### src/rtl/otter_wb_pkg.sv
// Purpose: shared types, sizes and helpers for the OTTER writeback arbiter.
//   XLEN/RF_AW/RF_DEPTH : register file geometry
//   wb_req_t            : one writeback request payload (dest address + data)
//   rr_next(g, n)       : round-robin successor of index g among n requesters
package otter_wb_pkg;

  localparam int unsigned XLEN     = 32;
  localparam int unsigned RF_AW    = 5;
  localparam int unsigned RF_DEPTH = 32;

  typedef struct packed {
    logic [RF_AW-1:0] addr;
    logic [XLEN-1:0]  data;
  } wb_req_t;

  // Index after g, wrapping modulo n.
  function automatic int unsigned rr_next(input int unsigned g, input int unsigned n);
    return ((g + 1) >= n) ? 0 : (g + 1);
  endfunction

endpackage

### src/rtl/otter_rr_arbiter.sv
// Purpose: generic N-way round-robin arbiter with a registered rotating pointer.
// Ports:
//   i_clk, i_rst (async active-high)
//   i_valid      [N]  request vector
//   o_grant      [N]  one-hot grant (combinational, zero while in reset)
//   o_grant_any       some requester is granted this cycle
// The pointer moves past the granted index on every grant and holds otherwise.
module otter_rr_arbiter
  import otter_wb_pkg::*;
#(
  parameter int unsigned N = 3
) (
  input  logic         i_clk,
  input  logic         i_rst,
  input  logic [N-1:0] i_valid,
  output logic [N-1:0] o_grant,
  output logic         o_grant_any
);

  localparam int unsigned IW = (N > 1) ? $clog2(N) : 1;

  logic [IW-1:0] r_ptr;
  logic [N-1:0]  w_grant;
  logic [IW-1:0] w_idx;
  logic          w_any;
  int unsigned   w_scan;

  // Search from the pointer, wrapping; first valid wins.
  always_comb begin
    w_grant = '0;
    w_idx   = '0;
    w_any   = 1'b0;
    w_scan  = 0;
    for (int unsigned k = 0; k < N; k++) begin
      w_scan = 32'(r_ptr) + k;
      if (w_scan >= N) w_scan = w_scan - N;
      if (!w_any && i_valid[w_scan]) begin
        w_any           = 1'b1;
        w_grant[w_scan] = 1'b1;
        w_idx           = IW'(w_scan);
      end
    end
    // No handshake can complete while reset is held.
    if (i_rst) begin
      w_grant = '0;
      w_idx   = '0;
      w_any   = 1'b0;
    end
  end

  // Rotating priority pointer.
  always_ff @(posedge i_clk or posedge i_rst) begin
    if (i_rst) begin
      r_ptr <= '0;
    end else if (w_any) begin
      r_ptr <= IW'(rr_next(32'(w_idx), N));
    end
  end

  assign o_grant     = w_grant;
  assign o_grant_any = w_any;

endmodule

### src/rtl/otter_rf_wb_arbiter.sv
// Purpose: shares the register file write port among NUM_REQ writeback sources
//   using round-robin valid/ready arbitration and one registered output stage.
// Ports:
//   i_clk, i_rst (async active-high)
//   i_req_valid/o_req_ready [NUM_REQ]        per-source handshake (ready one-hot)
//   i_req_addr [NUM_REQ*AW], i_req_data [NUM_REQ*XLEN]  packed per-source payloads
//   o_w_en/o_w_addr/o_w_data                 register file write port (1-cycle latency)
//   i_rsv_en/i_rsv_addr                      reserve a destination at decode
//   i_chk_addr1/i_chk_addr2, o_hazard        source-operand busy check
// Config: define OTTER_WB_SCOREBOARD_EN to build the busy-register scoreboard;
//   otherwise the rsv/chk inputs are ignored and o_hazard is 0.
module otter_rf_wb_arbiter
  import otter_wb_pkg::*;
#(
  parameter int unsigned NUM_REQ = 3,
  parameter int unsigned XLEN    = 32,
  parameter int unsigned AW      = 5
) (
  input  logic                    i_clk,
  input  logic                    i_rst,
  input  logic [NUM_REQ-1:0]      i_req_valid,
  output logic [NUM_REQ-1:0]      o_req_ready,
  input  logic [NUM_REQ*AW-1:0]   i_req_addr,
  input  logic [NUM_REQ*XLEN-1:0] i_req_data,
  output logic                    o_w_en,
  output logic [AW-1:0]           o_w_addr,
  output logic [XLEN-1:0]         o_w_data,
  input  logic                    i_rsv_en,
  input  logic [AW-1:0]           i_rsv_addr,
  input  logic [AW-1:0]           i_chk_addr1,
  input  logic [AW-1:0]           i_chk_addr2,
  output logic                    o_hazard
);

  logic [NUM_REQ-1:0] w_grant;
  logic               w_grant_any;
  logic [AW-1:0]      w_sel_addr;
  logic [XLEN-1:0]    w_sel_data;

  logic               r_w_en;
  logic [AW-1:0]      r_w_addr;
  logic [XLEN-1:0]    r_w_data;

  otter_rr_arbiter #(
    .N (NUM_REQ)
  ) u_rr (
    .i_clk       (i_clk),
    .i_rst       (i_rst),
    .i_valid     (i_req_valid),
    .o_grant     (w_grant),
    .o_grant_any (w_grant_any)
  );

  assign o_req_ready = w_grant;

  // One-hot payload mux of the granted requester.
  always_comb begin
    w_sel_addr = '0;
    w_sel_data = '0;
    for (int unsigned i = 0; i < NUM_REQ; i++) begin
      if (w_grant[i]) begin
        w_sel_addr = w_sel_addr | i_req_addr[i*AW +: AW];
        w_sel_data = w_sel_data | i_req_data[i*XLEN +: XLEN];
      end
    end
  end

  // Write port stage; x0 writes complete the handshake but never enable the RF.
  always_ff @(posedge i_clk or posedge i_rst) begin
    if (i_rst) begin
      r_w_en   <= 1'b0;
      r_w_addr <= '0;
      r_w_data <= '0;
    end else if (w_grant_any) begin
      r_w_en   <= (w_sel_addr != '0);
      r_w_addr <= w_sel_addr;
      r_w_data <= w_sel_data;
    end else begin
      r_w_en   <= 1'b0;
    end
  end

  assign o_w_en   = r_w_en;
  assign o_w_addr = r_w_addr;
  assign o_w_data = r_w_data;

`ifdef OTTER_WB_SCOREBOARD_EN
  logic [RF_DEPTH-1:0] r_busy;
  logic [RF_DEPTH-1:0] w_busy_nxt;

  // Clear on commit first so a same-edge reservation of that register wins.
  always_comb begin
    w_busy_nxt = r_busy;
    if (r_w_en) w_busy_nxt[r_w_addr] = 1'b0;
    if (i_rsv_en) w_busy_nxt[i_rsv_addr] = 1'b1;
    w_busy_nxt[0] = 1'b0;
  end

  // Busy-register vector.
  always_ff @(posedge i_clk or posedge i_rst) begin
    if (i_rst) begin
      r_busy <= '0;
    end else begin
      r_busy <= w_busy_nxt;
    end
  end

  assign o_hazard = r_busy[i_chk_addr1] | r_busy[i_chk_addr2];
`else
  logic w_unused_sb;
  assign w_unused_sb = ^{i_rsv_en, i_rsv_addr, i_chk_addr1, i_chk_addr2};
  assign o_hazard    = 1'b0;
`endif

endmodule

### config.mk
export PLATFORM = sky130hd
export DESIGN_NAME = otter_rf_wb_arbiter
export DESIGN_NICKNAME = d
export VERILOG_FILES = /design/src/rtl/otter_wb_pkg.sv /design/src/rtl/otter_rr_arbiter.sv /design/src/rtl/otter_rf_wb_arbiter.sv
export SDC_FILE = /design/constraint.sdc
export NUM_CORES = 1
export LEC_CHECK = 0
export CAP_MARGIN = 30
export CORE_MARGIN = 2
export CORE_UTILIZATION = 38
export DETAILED_ROUTE_END_ITERATION = 8
export PLACE_DENSITY = 0.92
export SLEW_MARGIN = 20
export SYNTH_ARGS = -nofsm -noshare
export SYNTH_HDL_FRONTEND = slang
export SYNTH_SLANG_ARGS = --single-unit
### constraint.sdc
create_clock -name i_clk -period 6.9 [get_ports i_clk]
set_input_delay 1.035 -clock i_clk [delete_from_list [all_inputs] [get_ports i_clk]]
set_output_delay 1.035 -clock i_clk [all_outputs]
set_load 0.05 [all_outputs]
# Yosys cells after proc, flatten, opt, wreduce, memory -nomap -nowiden
# Cells that the tools add are included.
# Widths: inputs -> output; s select.
dict set report word_totals {
  ff_bits 40
  elab_cells 69
  in_bits 132
  output_inout_bits 42
  mem_bits_rw 0
  memories 0
  mem_bits_ro 0
  latch_bits 0
}
dict set report classes {
  muxes 35
  n_eq_ne 0
  mul 0
  shifts 0
  order_cmp 10
  div_mod_pow 0
  n_bitwise 6
  addsub 6
  reduce_logical 8
}
# operator count
set op_table {}
lappend op_table {{$mux 32} 6}
lappend op_table {{$ge 32x1->1 const B} 3}
lappend op_table {{$lt 32x3->1 const B} 3}
lappend op_table {{$ge 32x2->1 const B} 2}
lappend op_table {{$or 32x32->32} 2}
lappend op_table {{$sub 32x2->32 const B} 2}
lappend op_table {{$mux 5} 3}
lappend op_table {{$mux 3} 4}
lappend op_table {{$mux 1} 11}
lappend op_table {{$mux 2} 5}
lappend op_table {{$or 5x5->5} 2}
lappend op_table {{$add 2x1->3 const B} 2}
lappend op_table {{$bmux 1 s2} 3}
lappend op_table {{$demux 1 s2} 3}
lappend op_table {{$or 3x3->3} 2}
lappend op_table {{$logic_and 1x1->1} 5}
lappend op_table {{$reduce_bool 5->1} 1}
lappend op_table {{$add 2x2->3 const B} 1}
lappend op_table {{$ge 3x2->1 const B} 1}
lappend op_table {{$sub 2x2->3 const B} 1}
lappend op_table {{$ge 2x2->1 const B} 1}
lappend op_table {{$logic_not 1->1} 2}

# Logic depth before layout (Yosys ltp)
dict set report depth {
  depth_word 19
  depth_mapped 11
  depth_no_buf 8
}

# Hierarchy
# Synthesis repeated with hierarchy kept, for this count alone.
dict set report hier_totals {
  hier_cells 235
  hier_area_um2 2275.9
}
# mod n_inst area_per_inst_um2 cells_per_inst seq_area_each_um2
set by_module_without_submodules {}
lappend by_module_without_submodules {otter_rf_wb_arbiter 1 1783.0 175 950.9}
lappend by_module_without_submodules {otter_rr_arbiter 1 493.0 60 50.0}

# Worst setup path after synthesis
# No wires, ideal clock.
dict set report synth_timing {
  kind {input -> output}
  start {in i_rst}
  end {out o_req_ready[1]}
  path_buffers 2
  arrival_time_ps 3060
  required_ps 5865
  cell_stages 5
  path_slack_ps 2805
  cell_sequence {clkbuf_1 inv_1 nand4_1 nand2_1 buf_2}
}
dict set report synth_via {
  elab_chain_cells 1
}
# item line
set synth_lines {}
lappend synth_lines {{start: declaration} otter_rf_wb_arbiter.sv:20} ;# input logic i_rst,
lappend synth_lines {{$mux 3} otter_rr_arbiter.sv:44} ;# if (i_rst) begin
lappend synth_lines {{end: declaration} otter_rf_wb_arbiter.sv:22} ;# output logic [NUM_REQ-1:0] o_req_ready,
# Every way passes these cells.

# Worst setup path in the final report
dict set report layout_timing {
  start {in i_req_valid[0]}
  end {out o_req_ready[0]}
}
dict set report layout_via {
  elab_chain_cells 10
  word_cells_on_any_way 18
  cone_classes {12 x mux; 2 x bitwise; 4 x reduce/logical}
}
# item line
set layout_lines {}
lappend layout_lines {{start: declaration} otter_rf_wb_arbiter.sv:21} ;# input logic [NUM_REQ-1:0] i_req_valid,
lappend layout_lines {{$bmux 1 s2} otter_rr_arbiter.sv:37} ;# if (!w_any && i_valid[w_scan]) begin
lappend layout_lines {{$mux 1 (implied by the code)} otter_rr_arbiter.sv:37}
lappend layout_lines {{$mux 1} otter_rr_arbiter.sv:37}
lappend layout_lines {{$logic_not 1->1} otter_rr_arbiter.sv:37}
lappend layout_lines {{$logic_and 1x1->1} otter_rr_arbiter.sv:37}
lappend layout_lines {{$mux 1} otter_rr_arbiter.sv:37}
lappend layout_lines {{$logic_not 1->1} otter_rr_arbiter.sv:37}
lappend layout_lines {{$logic_and 1x1->1} otter_rr_arbiter.sv:37}
lappend layout_lines {{$mux 3 *} otter_rr_arbiter.sv:37}
lappend layout_lines {{$mux 3 *} otter_rr_arbiter.sv:44}
# Mark *: on every way between the ends. The rest lies on a longest branch, timed or not. The select of a mux whose other input is x is not followed.

==> flow_summary_export.csv <==
group,metric,value,unit
run,max_cap_viol_count,0,
final_layout,layout_common_cells,"156 x clkdlybuf4s50_1, 45 x nand2_1, 40 x dfrtp_1, 39 x nor2_1, 36 x a21oi_1",
critical_path,crit_fanout,37,
critical_path,cp_slowest_cell,"clkdlybuf4s50_1",
clocking,cts-resized-gates,0,
final_layout,nets,563,
timing,layout_min_cycle_time,4920,ps
critical_path,critical_path_required,5860,ps
placement,postPlaceCellArea,4000,um2
hold_path,holdCritStartpoint,"o_w_addr[3]",
floorplanning,die-area,7040,um2
yosys,synth_ff_type,"dfrtp_1",
clocking,clk_latency,280,ps
yosys,yosys.cell_types.count,41,
global_route,track_usage,0.223,
global_route,grt_max_degree,44,
hold_path,worst_hold_path.endpoint,"o_w_addr[3]",
critical_path,cp_top_family,"buffers and inverters",
detailed_routing,totalWireLength,7900,um
hold_path,hold_class,"register to register",
detailed_routing,drtAntennaViolNets,0,
critical_path,rr_startpoint,"u_rr.r_ptr[1]",
power_and_ir_drop,peakVddDrop,0.270,mV
detailed_routing,vias_per_cell,5.36,
final_layout,final_area,4090,um2
clocking,path_clk_slew,70,ps
critical_path,cp_cell_sequence,"clkdlybuf4s50_1, nor2b_1, a32oi_1, o32ai_1, a221o_1, buf_4, and2_1, clkdlybuf4s50_1",
clocking,cts_hold_buf,0,
floorplanning,num_rows,29,
clocking,cts-buffers-inserted,5,
critical_path,crit_buf_inv,3,
timing,fin_worst_skew,6.55,ps
power_and_ir_drop,power_density,466,nW/um2
critical_path,worst_r2r_endpoint,"o_w_en",
timing,report.final.slew_viol_count,0,
critical_path,critPathArrivalTime,3880,ps
timing,hold_violations,0,
outcome,status,"finished, final reports clean",
clocking,htree_num_levels,2,
timing,max_freq,203,MHz
clocking,cts_setup_buffers,0,
global_route,antenna_found_initial,0,
yosys,syn_area,2430,um2
floorplanning,die_w,83.9,um
floorplanning,core_area,6280,um2
yosys,ys_seq_area_frac,0.413,
yosys,syn-instance-count,283,
timing,rsz0062_at_grt,"no",
power_and_ir_drop,p_leak,1.62,nW
detailed_routing,avgRoutedWirePerCell,15.7,um
critical_path,r2r_cells,9,
floorplanning,ioPinCount,174,
clocking,tritoncts,"yes",
final_layout,layout_commonest_cell,"clkdlybuf4s50_1",
timing,max_slew_margin,0.553,
clocking,cts_buffer_depth,2,
placement,hpwl,6040,um
yosys,ys_warn_count,0,
timing,worst_pin_slew,670,ps
placement,gp_congestion,0.829,
yosys,avgSynthCellArea,8.57,um2
critical_path,cpMostUsedCell,"clkdlybuf4s50_1",
floorplanning,die_h,83.9,um
yosys,synth-seq-cells,40,
critical_path,path_class,"primary input to output pin",
placement,port_buffers,156,
yosys,synth_edf_count,0,
critical_path,slowest_delay,830,ps
hold_path,holdPathStages,2,
floorplanning,initial_utilization,0.386,
yosys,synthArstFlopShare,1.00,
timing,finalSetupTns,0,ps
timing,finalCritPeriodShare,0.713,
global_route,grt_pass1_wl,12800,um
detailed_routing,firstDrtPassIters,4,
clocking,cts.sink_count,40,
timing,setup_viol,0,
yosys,syn-num-nets,419,
critical_path,critPathLaunchType,"primary input",
clocking,cts-root-buf,"clkbuf_8",
global_route,grt_pass1_vias,2721,
critical_path,startpoint,"i_req_valid[0]",
critical_path,rrSetupSlack,3960,ps
detailed_routing,drc,0,
final_layout,syn_to_final_growth,68.5,%
global_route,grt-ovfl-total,0,
final_layout,n_antenna_cell,0,
detailed_routing,vias,2701,
final_layout,drive_gt1_frac,0.0445,
detailed_routing,drtIter0Drc,125,
critical_path,worst_setup_path_end_kind,"output pin",
timing,hold_slack,488,ps
tightest hold or removal path, cell delays in order (launching register included):
cell and delay (ps):
dfrtp_1 340, nand2_1 50, nand2_1 60
how the worst max path moves through the flow:
stage | end | slack (ps) | cells after the start
detailed placement | o_req_ready[1] | 1960 | 7
global placement | o_req_ready[1] | 2000 | 7
global route | o_req_ready[1] | 1740 | 7
CTS | o_req_ready[1] | 1950 | 7
finish | o_req_ready[0] | 1980 | 8
floorplan | o_req_ready[1] | 2800 | 5
final cells by class:
cell class	count	area, um2
clock inverters	1	5.00
multi-input cells	210	1250
inverters	7	26.3
flip-flops and latches	40	1000
well taps	77	96.3
clock buffers	6	72.6
repair buffers	163	1640
fillers	536	2190
metrics by stage:
stage	std cells	total power, mW	utilization	setup WS (ps)
global route	504	2.03	0.651	1740
CTS	503	1.92	0.649	1950
global placement	495	1.72	0.633	2000
finish	504	1.90	0.651	1980
detailed placement	496	1.77	0.637	1960
floorplan	283	1.33	-	2800
cells in the mapped netlist, types with 2 or more instances:
cell type,count,area share
a21boi_0,2,0.0062
a21o_1,2,0.0062
clkbuf_1,5,0.0077
a221oi_1,34,0.12
inv_1,7,0.011
a221o_1,3,0.012
buf_2,12,0.025
nor3_1,4,0.0083
ha_1,4,0.021
nand2_1,45,0.070
o211ai_1,2,0.0062
a22o_1,2,0.0072
buf_4,5,0.015
dfrtp_1,40,0.41
nor2_1,39,0.060
a211oi_1,2,0.0062
nand3_1,3,0.0062
nand2b_1,2,0.0052
nand4_1,3,0.0077
a21oi_1,37,0.076
nor2b_1,4,0.010
o21ai_0,4,0.0083
buf_6,4,0.019
registers in the layout, summed over array words and instances (netlist names):
| name | flops |
|---|---|
| o_w_addr | 5 |
| o_w_data | 32 |
| o_w_en | 1 |
| u_rr.r_ptr | 2 |
report_power, final:
group | internal (mW) | switching, mW | leakage [nW]
clock | 0.0687 | 0.0734 | 0.0410
sequential | 0.357 | 0.0625 | 0.472
combinational | 0.476 | 0.866 | 1.11
total | 0.901 | 1.00 | 1.62
per-layer routing:
metal | vias to the layer above | global-route usage | share of wire
met2 | 118 | 0.411 | 0.52
met3 | 8 | 0.0584 | 0.073
li1 | 1319 | - | -
met4 | 0 | 0.0455 | 0.010
met5 | - | 0 | 0
met1 | 1256 | 0.258 | 0.39
cell families (layout without fill, tap and decap cells):
| group | after synthesis | count (layout) | synth area share |
|---|---|---|---|
| AND/OR/NAND/NOR | 105 | 105 | 0.185 |
| AO/OA/AOI/OAI | 99 | 99 | 0.299 |
| flip-flops | 40 | 40 | 0.413 |
| buffers and inverters | 33 | 177 | 0.0774 |
| adder cells (fa/ha/maj) | 5 | 5 | 0.0253 |
| other | 1 | 1 | 0.00155 |
(Power assumes the default switching activity.)
